==> src/rtl/rf_init_sequencer.sv <==
// Power-up sequencer: holds the RF chip in reset, waits, then streams the command table to the SPI shifter.
// Optional build macro RF_SEQ_EOT_EN: a command whose address field is 16'hFFFF ends the run early.
module rf_init_sequencer #(
   parameter int CMD_DEPTH   = 368,
   parameter int IDX_W       = 9,
   parameter int CMD_W       = 24,
   parameter int RST_CYCLES  = 2000,
   parameter int WAIT_CYCLES = 200
) (
   input  logic             clk,
   input  logic             reset_n,
   input  logic             start,
   output logic [IDX_W-1:0] cmd_addr,
   input  logic [CMD_W-1:0] cmd_rdata,
   output logic             spi_req,
   output logic [CMD_W-1:0] spi_word,
   input  logic             spi_ack,
   output logic             rf_xreset_n,
   output logic             busy,
   output logic             done,
   output logic [IDX_W-1:0] cmd_idx,
   output logic [2:0]       dbg_state
);

   localparam int CNT_MAX = (RST_CYCLES > WAIT_CYCLES) ? RST_CYCLES : WAIT_CYCLES;
   localparam int CNT_W   = ($clog2(CNT_MAX) > 0) ? $clog2(CNT_MAX) : 1;

   typedef enum logic [2:0] {
      S_IDLE     = 3'd0,
      S_HOLD_RST = 3'd1,
      S_WAIT_RDY = 3'd2,
      S_FETCH    = 3'd3,
      S_ISSUE    = 3'd4,
      S_WAIT_ACK = 3'd5,
      S_DONE     = 3'd6
   } state_t;

   state_t           state_q, state_d;
   logic [CNT_W-1:0] cnt_q, cnt_d;
   logic [IDX_W-1:0] idx_q, idx_d;
   logic             req_q, req_d;
   logic [CMD_W-1:0] word_q, word_d;
   logic             xr_q, xr_d;
   logic             eot_hit;

   always_ff @(posedge clk or negedge reset_n) begin
      if (!reset_n) begin
         state_q <= S_IDLE;
         cnt_q   <= '0;
         idx_q   <= '0;
         req_q   <= 1'b0;
         word_q  <= '0;
         xr_q    <= 1'b0;
      end else begin
         state_q <= state_d;
         cnt_q   <= cnt_d;
         idx_q   <= idx_d;
         req_q   <= req_d;
         word_q  <= word_d;
         xr_q    <= xr_d;
      end
   end

`ifdef RF_SEQ_EOT_EN
   assign eot_hit = &cmd_rdata[CMD_W-1:8];
`else
   assign eot_hit = 1'b0;
`endif

   // Handshake: spi_req rises with spi_word and both hold until the cycle spi_ack is
   // sampled high; spi_ack is honoured only while waiting, and req drops the next cycle.
   always_comb begin
      state_d = state_q;
      cnt_d   = cnt_q;
      idx_d   = idx_q;
      req_d   = req_q;
      word_d  = word_q;
      xr_d    = xr_q;
      case (state_q)
         S_IDLE, S_DONE: begin
            if (start) begin
               state_d = S_HOLD_RST;
               cnt_d   = CNT_W'(RST_CYCLES - 1);
               idx_d   = '0;
               xr_d    = 1'b0;
            end
         end
         S_HOLD_RST: begin
            if (cnt_q == '0) begin
               state_d = S_WAIT_RDY;
               cnt_d   = CNT_W'(WAIT_CYCLES - 1);
               xr_d    = 1'b1;
            end else begin
               cnt_d = cnt_q - 1'b1;
            end
         end
         S_WAIT_RDY: begin
            if (cnt_q == '0) begin
               state_d = S_FETCH;
               idx_d   = '0;
            end else begin
               cnt_d = cnt_q - 1'b1;
            end
         end
         S_FETCH: begin
            state_d = S_ISSUE;
         end
         S_ISSUE: begin
            if (eot_hit) begin
               state_d = S_DONE;
            end else begin
               state_d = S_WAIT_ACK;
               word_d  = cmd_rdata;
               req_d   = 1'b1;
            end
         end
         S_WAIT_ACK: begin
            if (spi_ack) begin
               req_d = 1'b0;
               if (idx_q == IDX_W'(CMD_DEPTH - 1)) begin
                  state_d = S_DONE;
               end else begin
                  state_d = S_FETCH;
                  idx_d   = idx_q + 1'b1;
               end
            end
         end
         default: begin
            state_d = S_IDLE;
         end
      endcase
   end

   assign cmd_addr    = idx_q;
   assign cmd_idx     = idx_q;
   assign spi_req     = req_q;
   assign spi_word    = word_q;
   assign rf_xreset_n = xr_q;
   assign busy        = (state_q != S_IDLE) && (state_q != S_DONE);
   assign done        = (state_q == S_DONE);
   assign dbg_state   = state_q;

endmodule

==> config.mk <==
export PLATFORM = sky130hd
export DESIGN_NAME = rf_init_sequencer
export DESIGN_NICKNAME = d
export VERILOG_FILES = /design/src/rtl/rf_init_sequencer.sv
export SDC_FILE = /design/constraint.sdc
export NUM_CORES = 1
export LEC_CHECK = 0
export ABC_CLOCK_PERIOD_IN_PS = 5900
export BUFFER_PORTS_ARGS = -buffer_cell sky130_fd_sc_hd__buf_2
export CAP_MARGIN = 10
export CORE_MARGIN = 4
export CORE_UTILIZATION = 57
export CTS_BUF_LIST = sky130_fd_sc_hd__clkbuf_4 sky130_fd_sc_hd__clkbuf_8
export CTS_CLUSTER_DIAMETER = 30
export DETAILED_ROUTE_END_ITERATION = 7
export GPL_TIMING_DRIVEN = 0
export PLACE_DENSITY = 0.87
export SLEW_MARGIN = 20
export SYNTH_ARGS = -nofsm -noshare
export SYNTH_HDL_FRONTEND = slang
export SYNTH_SLANG_ARGS = --single-unit
==> constraint.sdc <==
create_clock -name clk -period 5.9 [get_ports clk]
set_clock_uncertainty 0.1 [all_clocks]
set_input_delay 0.295 -clock clk [delete_from_list [all_inputs] [get_ports clk]]
set_output_delay 0.295 -clock clk [all_outputs]
set_load 0.02 [all_outputs]
; After elaboration in Yosys (flattened, before gate mapping)
; Cells that the tools add are included.
; Widths: inputs -> output; s select.
[totals]
regBits = 49
latch_bits = 0
ram_bits = 0
rom_bits = 0
out_inout_bits = 49
elab_cells = 56
mem_count = 0
[op_classes]
addsub = 2
multipliers = 0
n_div = 0
magnitude_cmp = 0
eq_ne = 14
shift = 0
mux = 20
bitwise = 0
reduce_logical = 14
[ops]
columns = operator, n
row1 = $mux 9, 4
row2 = $mux 11, 3
row3 = $pmux 11 s3, 1
row4 = $pmux 9 s3, 1
row5 = $pmux 3 s6, 1
row6 = $mux 3, 5
row7 = $ne 2x2->1 const B, 6
row8 = $logic_not 11->1, 1
row9 = $sub 11x1->11 const B, 1
row10 = $add 9x1->9 const B, 1
row11 = $eq 3x3->1 const B, 3
row12 = $eq 9x9->1 const B, 1
row13 = $reduce_bool 3->1, 3
row14 = $eq 3x2->1 const B, 2
row15 = $reduce_and 3->1, 2
row16 = $reduce_and 5->1, 1
row17 = $pmux 1 s2, 2
row18 = $reduce_and 4->1, 1
row19 = $reduce_bool 2->1, 2
row20 = $eq 3x1->1 const B, 1
row21 = $logic_not 3->1, 1
row22 = $mux 1, 3
row23 = $ne 3x3->1 const B, 1
row24 = $reduce_and 2->1, 1
row25 = 2 further kinds, 2

; Depth between registers and ports, before layout
; Gate-level depths: netlist of the first run.
[logic_depth]
depth_word = 4
mapped_depth = 8
ltp_nobuf = 7

; Worst setup path after synthesis of the first run
; OpenSTA, ideal clock, no wires.
[synth_timing]
path_kind = reg2reg
startpoint = register cnt_q[0]
endpoint = register idx_q[2] (netlist: cmd_addr[2])
arrival_ns = 2.174
setup_slack_ns = 3.549
stages_incl_launch_ff = 9
cell_sequence = dfrtp_1 -> inv_1 -> ha_1 -> or4b_4 -> o31ai_4 -> a221oi_2 -> buf_6 -> or4_1 -> a21oi_1
[synth_between]
elab_chain_len = 3
[synth_rtl]
columns = item, line
row1 = start: declaration, 39  ; logic [CNT_W-1:0] cnt_q, cnt_d;
row2 = start signal: assignment, 56  ; cnt_q <= cnt_d;
row3 = $logic_not 11->1, 98  ; if (cnt_q == '0) begin
row4 = $ne 2x2->1 (no source line), -
row5 = $reduce_and 5->1 (no source line), -
row6 = end signal: assignment, 57  ; idx_q <= idx_d;
row7 = end: declaration, 40  ; logic [IDX_W-1:0] idx_q, idx_d;
; Every way passes these cells.
; A chain may end at the register's enable or synchronous reset.

; Worst setup path after layout of the first run
[layout_timing]
startpoint = register cnt_q[0]
endpoint = register cnt_q[3]
[layout_between]
elab_chain_len = 3
word_cells_on_any_way = 7
cone_classes = 1 x add/sub / 1 x eq/ne / 3 x mux / 2 x reduce/logical
[layout_rtl]
columns = item, line
row1 = $sub 11x1->11 / $logic_not 11->1 (equally long branches), -
row2 = "$mux 11, or another cell as far along", 98
row3 = $pmux 11 s3 / $reduce_and 3->1 (equally long branches), -
; Parallel ways exist; a longest one is shown, timed or not. The select of a mux whose other input is x is not followed.

==> run_results.csv, run 1 <==
group,metric,value,unit
status,status,"complete, no violations",
critical_path,startpoint,"cnt_q[0]",
placed_design,placed_cells,370,
clock_tree,htree_levels,2,
floorplan,die_w,74.7,um
clock_tree,cts_root_buf,"clkbuf_8",
synthesis,yosys_warnings,0,
power,power.leakage,1.51,nW
clock_tree,cts_tree,"done",
route,viasPerCell,5.77,
critical_path,path_max_fanout,9,
synthesis,syn_inst,244,
critical_path,endpoint_kind,"register",
finish,final_cells,379,
critical_path,r2r_cells,7,
synthesis,async_reset_ff_share,100,%
synthesis,synth_area_per_cell,10.4,um2
power,p_total,1.32,mW
timing,setup_viol,0,
route,routedWlPerCell,15.2,um
global_routing,grt_pass1_vias,2051,
clock_tree,cts_resized,0,
power,power_density,428,nW/um2
floorplan,start_util,61.1,%
timing,hold_viol_final,0,
route,drtIter0Drc,170,
finish,num_antenna_cells,0,
placed_design,dp_hpwl,4170,um
worst_hold_path,worstHoldPathType,"primary input to register",
critical_path,r2r-start,"cnt_q[0]",
critical_path,timing.rr.end,"cnt_q[3]",
critical_path,crit_required,5.98,ns
synthesis,synth_seq_cells,49,
synthesis,syn_nets,275,
timing,fmax,394,MHz
clock_tree,cts_max_path_buffers,2,
clock_tree,post_cts_buffers,0,
synthesis,ys_types,45,
finish,area_growth,21.5,%
critical_path,crit_arrival,2.62,ns
finish,drive_gt1_share,38.6,%
global_routing,antenna_found_initial,0,
route,num_vias,2188,
floorplan,core-area,4140,um2
route,antenna_left,0,
synthesis,synth_ff_type,"dfrtp_1",
job,maxCapViolations,0,
clock_tree,worstSkewPairLatency,0.31,ns
timing,fin_tns_setup,0,ns
finish,fillers,308,
route,drc,0,
global_routing,grt_max_degree,50,
placed_design,routabilityCongestion,0.880,
floorplan,pin_count,77,
timing,slew-limit-headroom,56.4,%
synthesis,synth_area,2530,um2
clock_tree,holdBufCountCts,0,
timing,fin_crit_sh,43.1,%
floorplan,die_y,74.7,um
critical_path,timing.critical_path.to,"cnt_q[3]",
global_routing,track_usage,21.1,%
route,dr.pass1.iters,4,
global_routing,grt.overflow.total,0,
worst_hold_path,hold_depth,2,
global_routing,grt_pass1_wl,9130,um
floorplan,die_area,5580,um2
critical_path,start_kind,"register",
floorplan,rows,23,
power,ir_drop,0.272,mV
critical_path,r2r_setup_slack,3.36,ns
placed_design,port_buffers,76,
clock_tree,clkTransAtPathRegs,0.09,ns
clock_tree,cts.sinks,49,
route,drt_wl_total,5770,um
timing,worstMarginPinSlew,0.649,ns
timing,drv_slew,0,
critical_path,worst-setup-path-type,"register to register",
finish,final_nets,359,
clock_tree,cts_made_buffers,5,
synthesis,synth_edf_count,0,
timing,rsz0062_at_grt,"false",
synthesis,yosysSeqAreaShare,48.4,%
timing,period_minus_slack,2.54,ns
metal layers:
layer / global-route usage (%) / vias to the layer above / wire, um
li1: - / 1059 / -
met1: 25.1 / 1045 / 2340
met2: 38.0 / 74 / 2940
met3: 5.34 / 10 / 422
met4: 5.53 / 0 / 72
met5: 0 / - / 0
kinds of logic after synthesis:
| kind of cell | after synthesis | share of synthesized area (%) |
|---|---|---|
| AND/OR/NAND/NOR | 77 | 16.3 |
| AO/OA/AOI/OAI | 61 | 16.5 |
| buffers and inverters | 29 | 6.22 |
| adder cells (fa/ha/maj) | 3 | 1.48 |
| multiplexers | 25 | 11.1 |
| flip-flops | 49 | 48.4 |
worst max-delay path, cell delays in order, from the launching register on:
cell     delay (ns)
dfrtp_1        0.43
inv_1          0.10
ha_1           0.16
or4b_4         0.50
o31a_1         0.34
o21ai_2        0.33
o21ai_1        0.12
a221o_1        0.35
sequential cells by signal (all words and copies together), names as in the netlist:
register	cells
spi_word	24
cnt_q	11
cmd_addr	9
dbg_state	3
rf_xreset_n	1
spi_req	1
worst min path at each step:
stage,endpoint,startpoint
2_1_floorplan,cmd_addr[0],reset_n
3_3_place_gp,spi_req,spi_req
3_5_place_dp,spi_req,spi_req
4_1_cts,cmd_addr[5],reset_n
5_1_grt,spi_word[9],cmd_rdata[9]
6_report,spi_word[22],cmd_rdata[22]
metrics by stage:
stage / hold WS [ns] / cell area (um2) / setup WS (ns) / utilization (%)
after global routing: 0.108 / 3080 / 3.19 / 74.3
after floorplan: -0.101 / 2530 / 3.55 / -
after detailed placement: 0.381 / 2980 / 3.37 / 71.8
after global placement: 0.357 / 2980 / 3.38 / 71.8
after CTS: 0.102 / 3070 / 3.36 / 74.0
final: 0.114 / 3080 / 3.36 / 74.3
cell usage after synthesis (3+ instances only):
| library cell | count | share of area (%) |
|---|---|---|
| o21ai_0 | 8 | 1.6 |
| a21o_1 | 3 | 0.89 |
| nor4_1 | 3 | 0.74 |
| nor2_1 | 17 | 2.5 |
| nand4_1 | 3 | 0.74 |
| nor3b_1 | 5 | 1.5 |
| ha_1 | 3 | 1.5 |
| buf_4 | 9 | 2.7 |
| dfrtp_1 | 49 | 48 |
| nand2_1 | 10 | 1.5 |
| inv_1 | 10 | 1.5 |
| o21ai_1 | 9 | 1.8 |
| mux2_2 | 24 | 11 |
| or4_1 | 6 | 1.8 |
| a21oi_1 | 13 | 2.6 |
| clkbuf_1 | 8 | 1.2 |
| a211o_1 | 4 | 1.4 |
| o31ai_1 | 6 | 1.8 |
| a31oi_1 | 3 | 0.74 |
| nand3_1 | 8 | 1.6 |
| nor3_1 | 13 | 2.6 |
cells in the final DEF (no fill, tap or decap), types with 2 or more instances in the layout:
cell	n
nor3b_1	5
a31oi_1	3
buf_2	75
and3_1	2
a211o_1	4
a21o_1	3
buf_6	2
nand2_1	10
nor2_1	17
nor3_1	13
nor4_1	3
dfrtp_1	49
inv_1	10
o21a_1	2
a21oi_1	13
nand4_1	3
o31ai_1	6
o21ai_0	8
nand3_1	8
clkbuf_1	8
buf_4	10
nand2b_1	2
ha_1	3
o21ai_1	9
mux2_2	24
or3_1	2
a221o_1	2
or4_1	6
clkbuf_8	5
power by group:
group          switching [mW]  total (mW)  internal [mW]
logic                   0.351       0.586          0.235
clock network           0.114       0.204         0.0893
registers              0.0781       0.530          0.452
total                   0.544        1.32          0.775
cell type report:
type	count	area [um2]	area share [%]
inverters	10	37.5	1.22
repair buffers	77	393	12.8
flip-flops and latches	49	1230	39.8
clock inverters	2	13.8	0.447
clock buffers	6	76.3	2.48
plain buffers	19	120	3.90
multi-input cells	166	1150	37.3
well taps	50	62.6	2.03
Note: power is estimated with default switching activity, not from simulation.
==> run 2, diff against run 1 <==
ABC_CLOCK_PERIOD_IN_PS = 2600   (was 5900)
CORE_UTILIZATION = 53   (was 57)
PLACE_DENSITY = 0.82   (was 0.87)
clock period = 2.6 ns   (was 5.9 ns; I/O delays follow)
==> run 2 against run 1 <==
  * Clock power grew to 2.8 times the previous value
  * Combinational power is 130% higher
  * Setup slack worse by 3.3 ns
  * Critical path depth stayed put
  * Cell area is 9.1% higher
==> run_results.csv, run 2 (synthesized netlist as in run 1, its figures left out) <==
group,metric,value,unit
clock_tree,clkTransAtPathRegs,0.09,ns
worst_hold_path,hold_depth,3,
power,clock_power_share,18.1,%
power,intPower,1.90,mW
finish,drive_gt1_share,36.3,%
worst_hold_path,hold_start,"spi_ack",
global_routing,grt_max_degree,50,
timing,slew-limit-headroom,52.6,%
timing,hold_viol_final,0,
power,p_total,3.14,mW
clock_tree,cts_made_buffers,5,
placed_design,port_buffers,76,
global_routing,grt_pass1_wl,10800,um
route,drt_wl_total,6270,um
route,dr.pass1.iters,4,
clock_tree,htree_levels,2,
floorplan,pin_count,77,
power,power.leakage,1.62,nW
route,antenna_left,0,
floorplan,start_util,56.3,%
finish,final_cells,405,
finish,largest_register_ffs,24,
power,power_density,935,nW/um2
critical_path,r2r_cells,7,
timing,fmax,400,MHz
critical_path,endpoint_kind,"register",
critical_path,crit_required,2.69,ns
critical_path,start_kind,"register",
route,drc,0,
critical_path,path_max_fanout,9,
global_routing,grt.overflow.total,0,
route,viasPerCell,5.68,
timing,period_minus_slack,2.50,ns
finish,layout_common_cells,"75 x buf_2, 49 x dfrtp_1, 25 x dlygate4sd3_1",
critical_path,slowest_stage,"or4b_4",
worst_hold_path,worstHoldPathType,"primary input to register",
clock_tree,cts_tree,"done",
critical_path,r2r_setup_slack,0.1,ns
critical_path,worst-setup-path-type,"register to register",
clock_tree,worstSkewPairLatency,0.31,ns
placed_design,routabilityCongestion,0.863,
timing,hold_ws,0.0206,ns
global_routing,track_usage,22.0,%
critical_path,path_buf_inv,1,
floorplan,core-area,4500,um2
global_routing,antenna_found_initial,0,
status,status,"complete, no violations",
clock_tree,cts_max_path_buffers,2,
floorplan,rows,24,
timing,fin_crit_sh,96.2,%
timing,drv_slew,0,
floorplan,die_area,5950,um2
timing,worstMarginPinSlew,0.706,ns
critical_path,cp_slowest_stage_delay,0.49,ns
power,p_comb_share,43.7,%
finish,final_nets,383,
job,maxCapViolations,0,
finish,area_growth,32.6,%
clock_tree,post_cts_buffers,0,
finish,final_util,74.6,%
critical_path,crit_chain,"inv_1 > ha_1 > or4b_4 > o31a_1 > o21ai_4 > o21ai_1 > a221o_1",
critical_path,timing.rr.end,"cnt_q[3]",
power,swShare,39.6,%
global_routing,grt_pass1_vias,2279,
placed_design,dp_hpwl,4120,um
worst_hold_path,whs_endpoint,"spi_req",
critical_path,crit_arrival,2.59,ns
finish,final_common_cell,"buf_2",
power,seq_power_share,38.2,%
timing,setup_viol,0,
clock_tree,cts.sinks,49,
power,ir_drop,0.668,mV
critical_path,r2r-start,"cnt_q[0]",
critical_path,cp_top_family,"compound AO/OA/AOI/OAI gates",
clock_tree,cts_root_buf,"clkbuf_8",
floorplan,die_y,77.1,um
route,num_vias,2302,
placed_design,placed_cells,372,
floorplan,die_w,77.1,um
timing,rsz0062_at_grt,"true",
power,switchingPower,1.24,mW
finish,num_antenna_cells,0,
route,routedWlPerCell,15.5,um
route,drtIter0Drc,153,
[run 2: cell types whose count changed in the layout (fill, tap and decap cells not counted)]
cell / change
o21ai_4: +1
dlygate4sd3_1: +24
clkbuf_4: -1
clkbuf_2: +1
o21ai_2: -1
clkinv_2: -1
clkbuf_8: +1
bufinv_16: +1
clkinvlp_4: +1
inv_6: -1
clkbuf_1: -1
[run 2: per-layer routing]
layer / track usage (%) / vias to the layer above / part of all wire, %
met1: 27.3 / 1104 / 41
met2: 39.6 / 75 / 53
met4: 3.91 / 0 / 0.77
met3: 4.80 / 8 / 6.1
met5: 0 / - / 0
li1: - / 1115 / -
[run 2: worst max path at each step]
stage,cells after the start,from,slack (ns),endpoint
finish,7,cnt_q[0],0.1,cnt_q[3]
global route,8,cnt_q[0],-0.03,cmd_addr[2]
CTS,7,cnt_q[0],0.01,cnt_q[3]
detailed placement,7,cnt_q[0],0.02,cnt_q[3]
global placement,7,cnt_q[0],0.07,cnt_q[3]
floorplan,8,cnt_q[0],0.25,cmd_addr[2]
[run 2: power by group through the flow]
stage	registers, mW	clock network [mW]	logic (mW)
2_1_floorplan	1.45	0	0.659
3_3_place_gp	1.19	0	1.30
3_5_place_dp	1.21	0	1.33
4_1_cts	1.20	0.581	1.36
5_1_grt	1.24	0.610	1.51
6_report	1.20	0.568	1.37
[run 2: cell type report]
| type | instances | area [um2] |
|---|---|---|
| flip-flops and latches | 49 | 1230 |
| multi-input cells | 166 | 1160 |
| fillers | 310 | 1140 |
| repair buffers | 101 | 633 |
| plain buffers | 19 | 121 |
| clock buffers | 6 | 82.6 |
| well taps | 52 | 65.1 |
| clock inverters | 2 | 37.5 |
| inverters | 10 | 37.5 |
[run 2: per-stage QoR]
step	instance area, um2	TNS, ns	setup WS [ns]
2_1_floorplan	2530	0	0.249
3_3_place_gp	2980	0	0.0683
3_5_place_dp	2980	0	0.0241
4_1_cts	3350	0	0.0149
5_1_grt	3360	-0.0301	-0.0268
6_report	3360	0	0.0981
[run 2: worst register-to-register path, cell delays in order (launching register included)]
cell	delay [ns]
dfrtp_1	0.43
inv_1	0.10
ha_1	0.16
or4b_4	0.49
o31a_1	0.36
o21ai_4	0.28
o21ai_1	0.12
a221o_1	0.35
[run 2: what timing repair did]
action	4_1_cts	5_1_grt
hold buffers	25	0
endpoints found under the setup margin	0	11
hold endpoints to repair	73	0
resized for setup	0	3
